[config.mk]
export PLATFORM = sky130hd
export DESIGN_NAME = ps2_host_rx
export DESIGN_NICKNAME = d
export VERILOG_FILES = /design/src/rtl/ps2_host_rx.sv
export SDC_FILE = /design/constraint.sdc
export NUM_CORES = 1
export LEC_CHECK = 0
export CORE_MARGIN = 5
export CORE_UTILIZATION = 40
export CTS_CLUSTER_SIZE = 10
export DETAILED_ROUTE_END_ITERATION = 7
export SLEW_MARGIN = 20
export SYNTH_ARGS = -nofsm -noshare
export SYNTH_HDL_FRONTEND = slang
export SYNTH_SLANG_ARGS = --single-unit
[constraint.sdc]
create_clock -name clk_sys -period 2.8 [get_ports clk_sys]
set_input_delay 0.56 -clock clk_sys [delete_from_list [all_inputs] [get_ports clk_sys]]
set_output_delay 0.56 -clock clk_sys [all_outputs]
set_load 0.03 [all_outputs]
[src/rtl/ps2_host_rx.sv]
// PS/2 device-to-host frame receiver: synchronizes and filters the PS/2 lines, decodes
// 11-bit frames, checks odd parity and stop bit, and queues good bytes in a show-ahead FIFO.
module ps2_host_rx #(
    parameter int FILTER  = 4,
    parameter int TIMEOUT = 20000,
    parameter int DEPTH   = 4
) (
    input  logic                     clk_sys,
    input  logic                     reset,
    input  logic                     ps2_clk_in,
    input  logic                     ps2_data_in,
    input  logic                     rd_en,
    output logic [7:0]               dout,
    output logic                     empty,
    output logic [$clog2(DEPTH):0]   count,
    output logic                     busy,
    output logic                     parity_err,
    output logic                     frame_err,
    output logic                     overflow,
    output logic [1:0]               state_dbg
);

    localparam int AW = $clog2(DEPTH);
    localparam int FW = $clog2(FILTER);
    localparam int TW = $clog2(TIMEOUT);

    typedef enum logic [1:0] {IDLE, DATA, PARITY, STOP} state_t;

    // Index 0 is the clock line, index 1 the data line.
    logic [1:0]    clk_sync, data_sync;
    logic [1:0]    sync_now;
    logic [1:0]    filt;
    logic [FW-1:0] filt_cnt [2];
    logic          clk_f_d;
    logic          fall;

    state_t        state, state_n;
    logic [2:0]    bit_idx, bit_idx_n;
    logic [7:0]    shreg, shreg_n;
    logic          par_q, par_n;
    logic [TW-1:0] tmo_cnt, tmo_n;
    logic          perr_n, ferr_n, frame_ok;

    logic [7:0]    mem [DEPTH];
    logic [AW-1:0] wr_ptr, rd_ptr;
    logic          full, push, pop, ovf_n;

    assign sync_now = {data_sync[1], clk_sync[1]};

    // A filtered line only follows the synchronized line after FILTER consecutive
    // disagreeing samples; any agreeing sample restarts the run.
    always_ff @(posedge clk_sys) begin
        if (reset) begin
            clk_sync  <= 2'b11;
            data_sync <= 2'b11;
            filt      <= 2'b11;
            for (int i = 0; i < 2; i++) filt_cnt[i] <= '0;
            clk_f_d   <= 1'b1;
            fall      <= 1'b0;
        end else begin
            clk_sync  <= {clk_sync[0], ps2_clk_in};
            data_sync <= {data_sync[0], ps2_data_in};
            for (int i = 0; i < 2; i++) begin
                if (sync_now[i] == filt[i]) begin
                    filt_cnt[i] <= '0;
                end else if (filt_cnt[i] == FW'(FILTER - 1)) begin
                    filt[i]     <= sync_now[i];
                    filt_cnt[i] <= '0;
                end else begin
                    filt_cnt[i] <= filt_cnt[i] + 1'b1;
                end
            end
            clk_f_d <= filt[0];
            fall    <= clk_f_d & ~filt[0];
        end
    end

    always_ff @(posedge clk_sys) begin
        if (reset) begin
            state      <= IDLE;
            bit_idx    <= '0;
            shreg      <= '0;
            par_q      <= 1'b0;
            tmo_cnt    <= '0;
            parity_err <= 1'b0;
            frame_err  <= 1'b0;
            overflow   <= 1'b0;
        end else begin
            state      <= state_n;
            bit_idx    <= bit_idx_n;
            shreg      <= shreg_n;
            par_q      <= par_n;
            tmo_cnt    <= tmo_n;
            parity_err <= perr_n;
            frame_err  <= ferr_n;
            overflow   <= ovf_n;
        end
    end

    always_comb begin
        state_n   = state;
        bit_idx_n = bit_idx;
        shreg_n   = shreg;
        par_n     = par_q;
        tmo_n     = tmo_cnt;
        perr_n    = 1'b0;
        ferr_n    = 1'b0;
        frame_ok  = 1'b0;
        case (state)
            IDLE: begin
                tmo_n = '0;
                if (fall && !filt[1]) begin
                    state_n   = DATA;
                    bit_idx_n = '0;
                end
            end
            DATA: begin
                if (fall) begin
                    shreg_n   = {filt[1], shreg[7:1]};
                    bit_idx_n = bit_idx + 3'd1;
                    if (bit_idx == 3'd7) state_n = PARITY;
                end
            end
            PARITY: begin
                if (fall) begin
                    par_n   = filt[1];
                    state_n = STOP;
                end
            end
            STOP: begin
                if (fall) begin
                    state_n = IDLE;
                    if (^{shreg, par_q} != 1'b1) perr_n   = 1'b1;
                    else if (!filt[1])           ferr_n   = 1'b1;
                    else                         frame_ok = 1'b1;
                end
            end
            default: state_n = IDLE;
        endcase
        // Mid-frame watchdog: a stalled clock abandons the partial frame.
        if (state != IDLE) begin
            if (fall) begin
                tmo_n = '0;
            end else if (tmo_cnt == TW'(TIMEOUT - 1)) begin
                state_n  = IDLE;
                ferr_n   = 1'b1;
                frame_ok = 1'b0;
                tmo_n    = '0;
            end else begin
                tmo_n = tmo_cnt + 1'b1;
            end
        end
    end

    // Read side handshake: dout is valid whenever empty=0; rd_en high at a clock edge
    // with empty=0 consumes the head, rd_en while empty=1 has no effect.
    assign empty = (count == '0);
    assign full  = (count == (AW + 1)'(DEPTH));
    assign pop   = rd_en && !empty;
    assign push  = frame_ok && (!full || pop);
    assign ovf_n = frame_ok && full && !pop;

    always_ff @(posedge clk_sys) begin
        if (reset) begin
            wr_ptr <= '0;
            rd_ptr <= '0;
            count  <= '0;
        end else begin
            if (push) wr_ptr <= wr_ptr + 1'b1;
            if (pop)  rd_ptr <= rd_ptr + 1'b1;
            count <= count + {{AW{1'b0}}, push} - {{AW{1'b0}}, pop};
        end
    end

    always_ff @(posedge clk_sys) begin
        if (push) mem[wr_ptr] <= shreg;
    end

    assign dout      = empty ? 8'h00 : mem[rd_ptr];
    assign busy      = (state != IDLE);
    assign state_dbg = state;

endmodule

; Word level (Yosys, flattened, before mapping)
; Memory sizes are Yosys's and may differ from the RTL's. A register that Yosys moved wholly into a read port is not among the register bits.
; Cells that the tools add are included.
[op_classes]
reduce_logical = 22
n_div = 0
eq_ne = 12
add_sub_neg = 8
muxes = 66
shifts = 0
bitwise = 12
n_lt_le_gt_ge = 0
multipliers = 0
[op_table]
columns = cell, n
row1 = $mux 15, 4
row2 = $mux 1, 41
row3 = $mux 2, 16
row4 = $add 15x1->15 const B, 1
row5 = $eq 15x15->1 const B, 1
row6 = $reduce_xor 9->1, 1
row7 = $add 2x1->2 const B, 4
row8 = $eq 2x2->1 const B, 4
row9 = $mux 8, 1
row10 = $pmux 2 s4, 1
row11 = $reduce_and 2->1, 4
row12 = $eq 3x3->1 const B, 2
row13 = $mux 3, 2
row14 = $or 1x1->1, 6
row15 = $pmux 3 s2, 1
row16 = $reduce_bool 2->1, 3
row17 = $logic_and 1x1->1, 5
row18 = $not 1->1, 5
row19 = $logic_not 1->1, 4
row20 = $ne 2x2->1 const B, 2
row21 = $add 3x1->3, 1
row22 = $add 3x1->3 const B, 1
row23 = $logic_not 3->1, 1
row24 = $reduce_and 3->1, 1
row25 = 7 further kinds, 8
[totals]
regBits = 47
elab_cells = 139
mem_bits_rw = 36
n_memories = 2
rom_bits = 0
latchBits = 0
[mem_list]
columns = name, words, width, rd, rd_clocked_by_memory_dff, write_ports, line_no
row1 = mem, 4, 8, 1, 1, 1, 44  ; logic [7:0] mem [DEPTH];
row2 = filt_cnt, 2, 2, 2, 0, 2, 33  ; logic [FW-1:0] filt_cnt [2];

; Depth between registers and ports, before layout
[logic_depth]
ltp_word = 10
ltp_mapped = 11

; Worst setup path after synthesis
; Ideal clock, no wire load.
[synth_path]
path_kind = input to register
from = input port rd_en
to = register count[1]
arrival_time_ps = 2441
stages = 9
path_slack_ps = 233
setup_ps = 126
path_cell_list = or4b_2 nand4b_1 mux2i_4 inv_1 ha_1 inv_1 ha_1 fa_1 nor2b_1
[synth_via]
elab_chain_cells = 5
[synth_lines]
columns = element, line_no
row1 = "start, declared", 12  ; input logic rd_en,
row2 = $logic_and 1x1->1 (*), 159  ; assign pop = rd_en && !empty;
row3 = $logic_or 1x1->1, 160  ; assign push = frame_ok && (!full || pop);
row4 = $logic_and 1x1->1, 160
row5 = $add 3x1->3, 171  ; count <= count + {{AW{1'b0}}, push} - {{AW{1'b0}}, pop};
row6 = $sub 3x1->3 (*), 171
row7 = "end signal, assigned", 171
row8 = "end, declared", 15  ; output logic [$clog2(DEPTH):0] count,
; Every way passes the cells marked *; elsewhere a longest branch is shown, timed or not.
; A chain may end at the register's enable or synchronous reset.

; Worst setup path after layout
; Same ends and word-level chain as after synthesis.

==> results_dict.tcl <==
set metrics [dict create \
    r2r_slack_ns 0.20 \
    crit_path_arrival_time_ns 2.93 \
    critical_setup_path_class "input port to register" \
    synth.lib_cells_used.distinct 43 \
    finalSetupViolations 0 \
    grt_use_total_pct 11.22 \
    maxCapViolCount 0 \
    final.period_utilization_pct 96.91 \
    clock_tree_from_tritoncts "yes" \
    final_layout_size_suffix_gt1_share_pct 12.54 \
    clockPowerShare_pct 33.2 \
    post-route-worst-setup-slack_ns 0.08640 \
    critical-path-max-stage-delay_ns 0.67 \
    yosys_warnings 0 \
    rsz0062_at_grt "no" \
    detail-route-antenna-nets 0 \
    vias_per_std_cell 4.797 \
    p_comb_share_pct 22.3 \
    timing.final.hold_violations 0 \
    post_synth_fa_ha_maj_area_fraction_pct 4.412 \
    seq_power_share_pct 44.4 \
    utilization_pct 47.91 \
    fp.dieArea_mm2 0.01092 \
    hold_start "clk_f_d$_SDFF_PP1_" \
    globalRoute.totalOverflow 0 \
    path_cells "clkdlybuf4s50_1 -> or4b_2 -> nand4b_1 -> mux2i_4 -> inv_1 -> ha_1 -> inv_1 -> ha_1 -> fa_1 -> nor2b_1" \
    number_of_antenna_violations_at_the_first_check_in_global_routing 0 \
    kind_of_end_point_of_the_critical_path "register" \
    wire_length_of_the_first_global_routing_pass_mm 9.811 \
    crit_required_ns 3.01 \
    synth.area.mux_share_pct 8.789 \
    drv_slew 0 \
    place_congestion 0.7460 \
    hold-path-cell-count 2 \
    switchingPower_w 0.0008179 \
    timing.reg2reg.worst_path_depth 10 \
    timing.rr.end "count[2]$_SDFF_PP0_" \
    dp.final_hpwl_mm 4.074 \
    ff_latch_area_mm2 0.002062 \
    internal_w 0.002243 \
    yosys.area_share.simple_pct 16.67 \
    synthDominantAreaCellType "edfxtp_1" \
    synth_edf_count 36 \
    cts_num_sinks 85 \
    area_delta_synth_final_pct 16.91 \
    clk_root_buffer_cell "clkbuf_8" \
    cts_htree_levels 3 \
    route.final.wire_length_mm 5.850 \
    die_width_um 104.5 \
    ctsHoldBuffers 0 \
    compound_gate_portion_of_the_synthesized_area_pct 2.031 \
    area_of_the_multi_input_gates_mm2 0.001401 \
    postSynthAreaPerCell_um2 11.99 \
    dpl.cell_count 427 \
    instances_no_fill 443 \
    antenna_cells_inserted 0 \
    dominantRegCellSynth "dfxtp_1" \
    synth-seq-cells 85 \
    critPathTopFamily "simple AND/OR/NAND/NOR gates" \
    detailroute.via_count 2125 \
    synth-xor-area-share_pct 6.898 \
    worst_ir_drop_vdd_v 0.0003511 \
    synth.area.top_cells "edfxtp_1, dfxtp_1, mux4_2" \
    largest_net_degree_at_the_start_of_global_routing 21 \
    post_detailed_route_wirelength_per_cell_um 13.21 \
    async_reset_ff_share_pct 0 \
    grt_pass1_vias 2042 \
    drt_pass1_iterations 4 \
    yosys.area.top_type_share_pct 30.25 \
    synth.yosys.seq_area_share_pct 57.70 \
    die_y_um 104.5 \
    power.density_mw_per_mm2 732.6 \
    post_synth_instance_area_mm2 0.003573 \
    max_slew.worst_pin.slew_ns 0.5693 \
    number_of_buffers_on_the_longest_clock_path 2 \
    fill_cells 799 \
    port_buffers 22 \
    fin_crit_ns 2.714 \
    setup.worst_path.start_class "input port" \
    drt_iter0_drc 31 \
    p_leak_nw 1.541 \
    remaining_drc_errors 0 \
    synth_top_family_by_area "simple AND/OR/NAND/NOR gates" \
    crit_path_max_fanout 3 \
    cts_made_buffers 9 \
    clock.fmax_mhz 368.5 \
    clk_pin_slew_ns 0.08 \
    clk-insertion-delay-late_ns 0.35 \
    coreArea_mm2 0.008721 \
    switching_share_of_power_pct 26.72 \
    slowest_stage "or4b_2" \
    r2r-start "shreg[3]$_SDFFE_PP0P_" \
    final.setup_skew_ns 0.01193 \
    design.final.nets 347 \
    status "finished clean" \
    start_util_pct 40.98 \
    hold_path_class "register to register" \
    timing.max_slew.rel_slack_pct 61.93 \
    critPathBufInv 3 \
    postSynthCellCount 298 \
    dpl_worst_slack_ns -0.2760 \
    floorplan.io_pins 23 \
    fp-row-count 34 \
    fin_area_mm2 0.004178 \
    postPlaceCellArea_mm2 0.003939 \
    min_to "fall$_SDFF_PP0_" \
]
==> worst max-delay path by stage <==
stage	start	end	slack, ns	depth (start not counted)
after floorplan	rd_en	count[1]$_SDFF_PP0_	0.23	9
after global placement	rd_en	count[1]$_SDFF_PP0_	-0.24	10
after detailed placement	rd_en	count[1]$_SDFF_PP0_	-0.28	10
after CTS	register	dout[3]	0.09	4
after global routing	rd_en	count[1]$_SDFF_PP0_	0.004	10
final	rd_en	count[1]$_SDFF_PP0_	0.09	10
==> power groups by stage <==
stage,clock (W),combinational [W],sequential [W]
after CTS,0.00105,0.000701,0.00136
after global placement,0,0.000691,0.00139
after floorplan,0,0.000431,0.00141
after global routing,0.00110,0.000740,0.00137
after detailed placement,0,0.000699,0.00139
final,0.00102,0.000684,0.00136
==> registers in the layout (all words and copies together), names as in the netlist, 2 cells and up, named ones only <==
name and flops:
state_dbg 2, wr_ptr 2, shreg 8, count 3, filt_cnt 4, clk_sync 2, filt 2, tmo_cnt 15
data_sync 2, bit_idx 3, rd_ptr 2, mem 32
==> timing repair <==
item                                    4_1_cts  5_1_grt
buffers inserted                              0        0
endpoints found under the setup margin        0        1
gates resized for setup                       0        0
==> stage by stage <==
step	setup TNS, ns	hold slack, ns	power (W)
after detailed placement	-0.5166	0.3960	0.002088
final	0	0.4168	0.003061
after CTS	0	0.4207	0.003112
after global placement	-0.4501	0.3942	0.002078
after global routing	0	0.4370	0.003206
after floorplan	0	0.3895	0.001838
==> cell usage after synthesis (3+ instances only) <==
| master | n |
|---|---|
| dfxtp_1 | 49 |
| nor2_1 | 42 |
| edfxtp_1 | 36 |
| xnor2_1 | 19 |
| inv_1 | 16 |
| nor2b_1 | 12 |
| ha_1 | 11 |
| nand2_1 | 11 |
| mux2i_1 | 10 |
| clkbuf_1 | 8 |
| mux4_2 | 8 |
| nor3_1 | 8 |
| nand3_1 | 7 |
| a21oi_1 | 5 |
| and2_1 | 5 |
| nor4_1 | 5 |
| or2_2 | 5 |
| nand4_1 | 4 |
| xor2_1 | 4 |
| nand4b_1 | 3 |
==> cell usage in the layout (no fill, tap or decap), types with 2 or more instances in the layout <==
cell type         n
dfxtp_1          49
nor2_1           42
edfxtp_1         36
clkdlybuf4s50_1  22
xnor2_1          19
inv_1            16
nor2b_1          12
nand2_1          11
ha_1             11
mux2i_1          10
clkbuf_8          9
nor3_1            8
mux4_2            8
buf_4             8
nand3_1           7
nor4_1            5
and2_1            5
or2_2             5
a21oi_1           5
nand4_1           4
xor2_1            4
conb_1            4
nand4b_1          3
bufinv_16         3
or4_1             2
xnor3_1           2
nand3b_1          2
or3_1             2
o211ai_1          2
o21ai_0           2
a21o_1            2
==> worst reg2reg max path: stages, from the launching register on <==
cell and delay [ns]:
dfxtp_1 0.43, xnor3_1 0.50, nand4b_1 0.26, mux2i_4 0.17, inv_1 0.06, ha_1 0.27, inv_1 0.04, ha_1 0.18
fa_1 0.37, xnor2_1 0.16, nor2_1 0.05
==> metal layers <==
layer  part of all wire (%)  GRT usage (%)
met1                     47          14.20
met2                     47          18.14
met3                    3.7          2.607
met4                    2.0          5.273
met5                      0              0
==> cell families (layout without fill, tap and decap cells) <==
logic type	Yosys count	in the layout
AO/OA/AOI/OAI	12	12
multiplexers	20	20
AND/OR/NAND/NOR	115	115
flip-flops	85	85
other	1	4
buffers and inverters	28	62
XOR/XNOR	25	25
adder cells (fa/ha/maj)	12	12
==> cell type report <==
class / count / area share, %
clock buffers: 10 / 3.055
multi-input cells: 188 / 33.54
flip-flops and latches: 85 / 49.36
inverters: 16 / 1.438
clock inverters: 6 / 2.665
repair buffers: 30 / 6.709
well taps: 108 / 3.235
No activity file was read; power rests on OpenSTA's default activity.
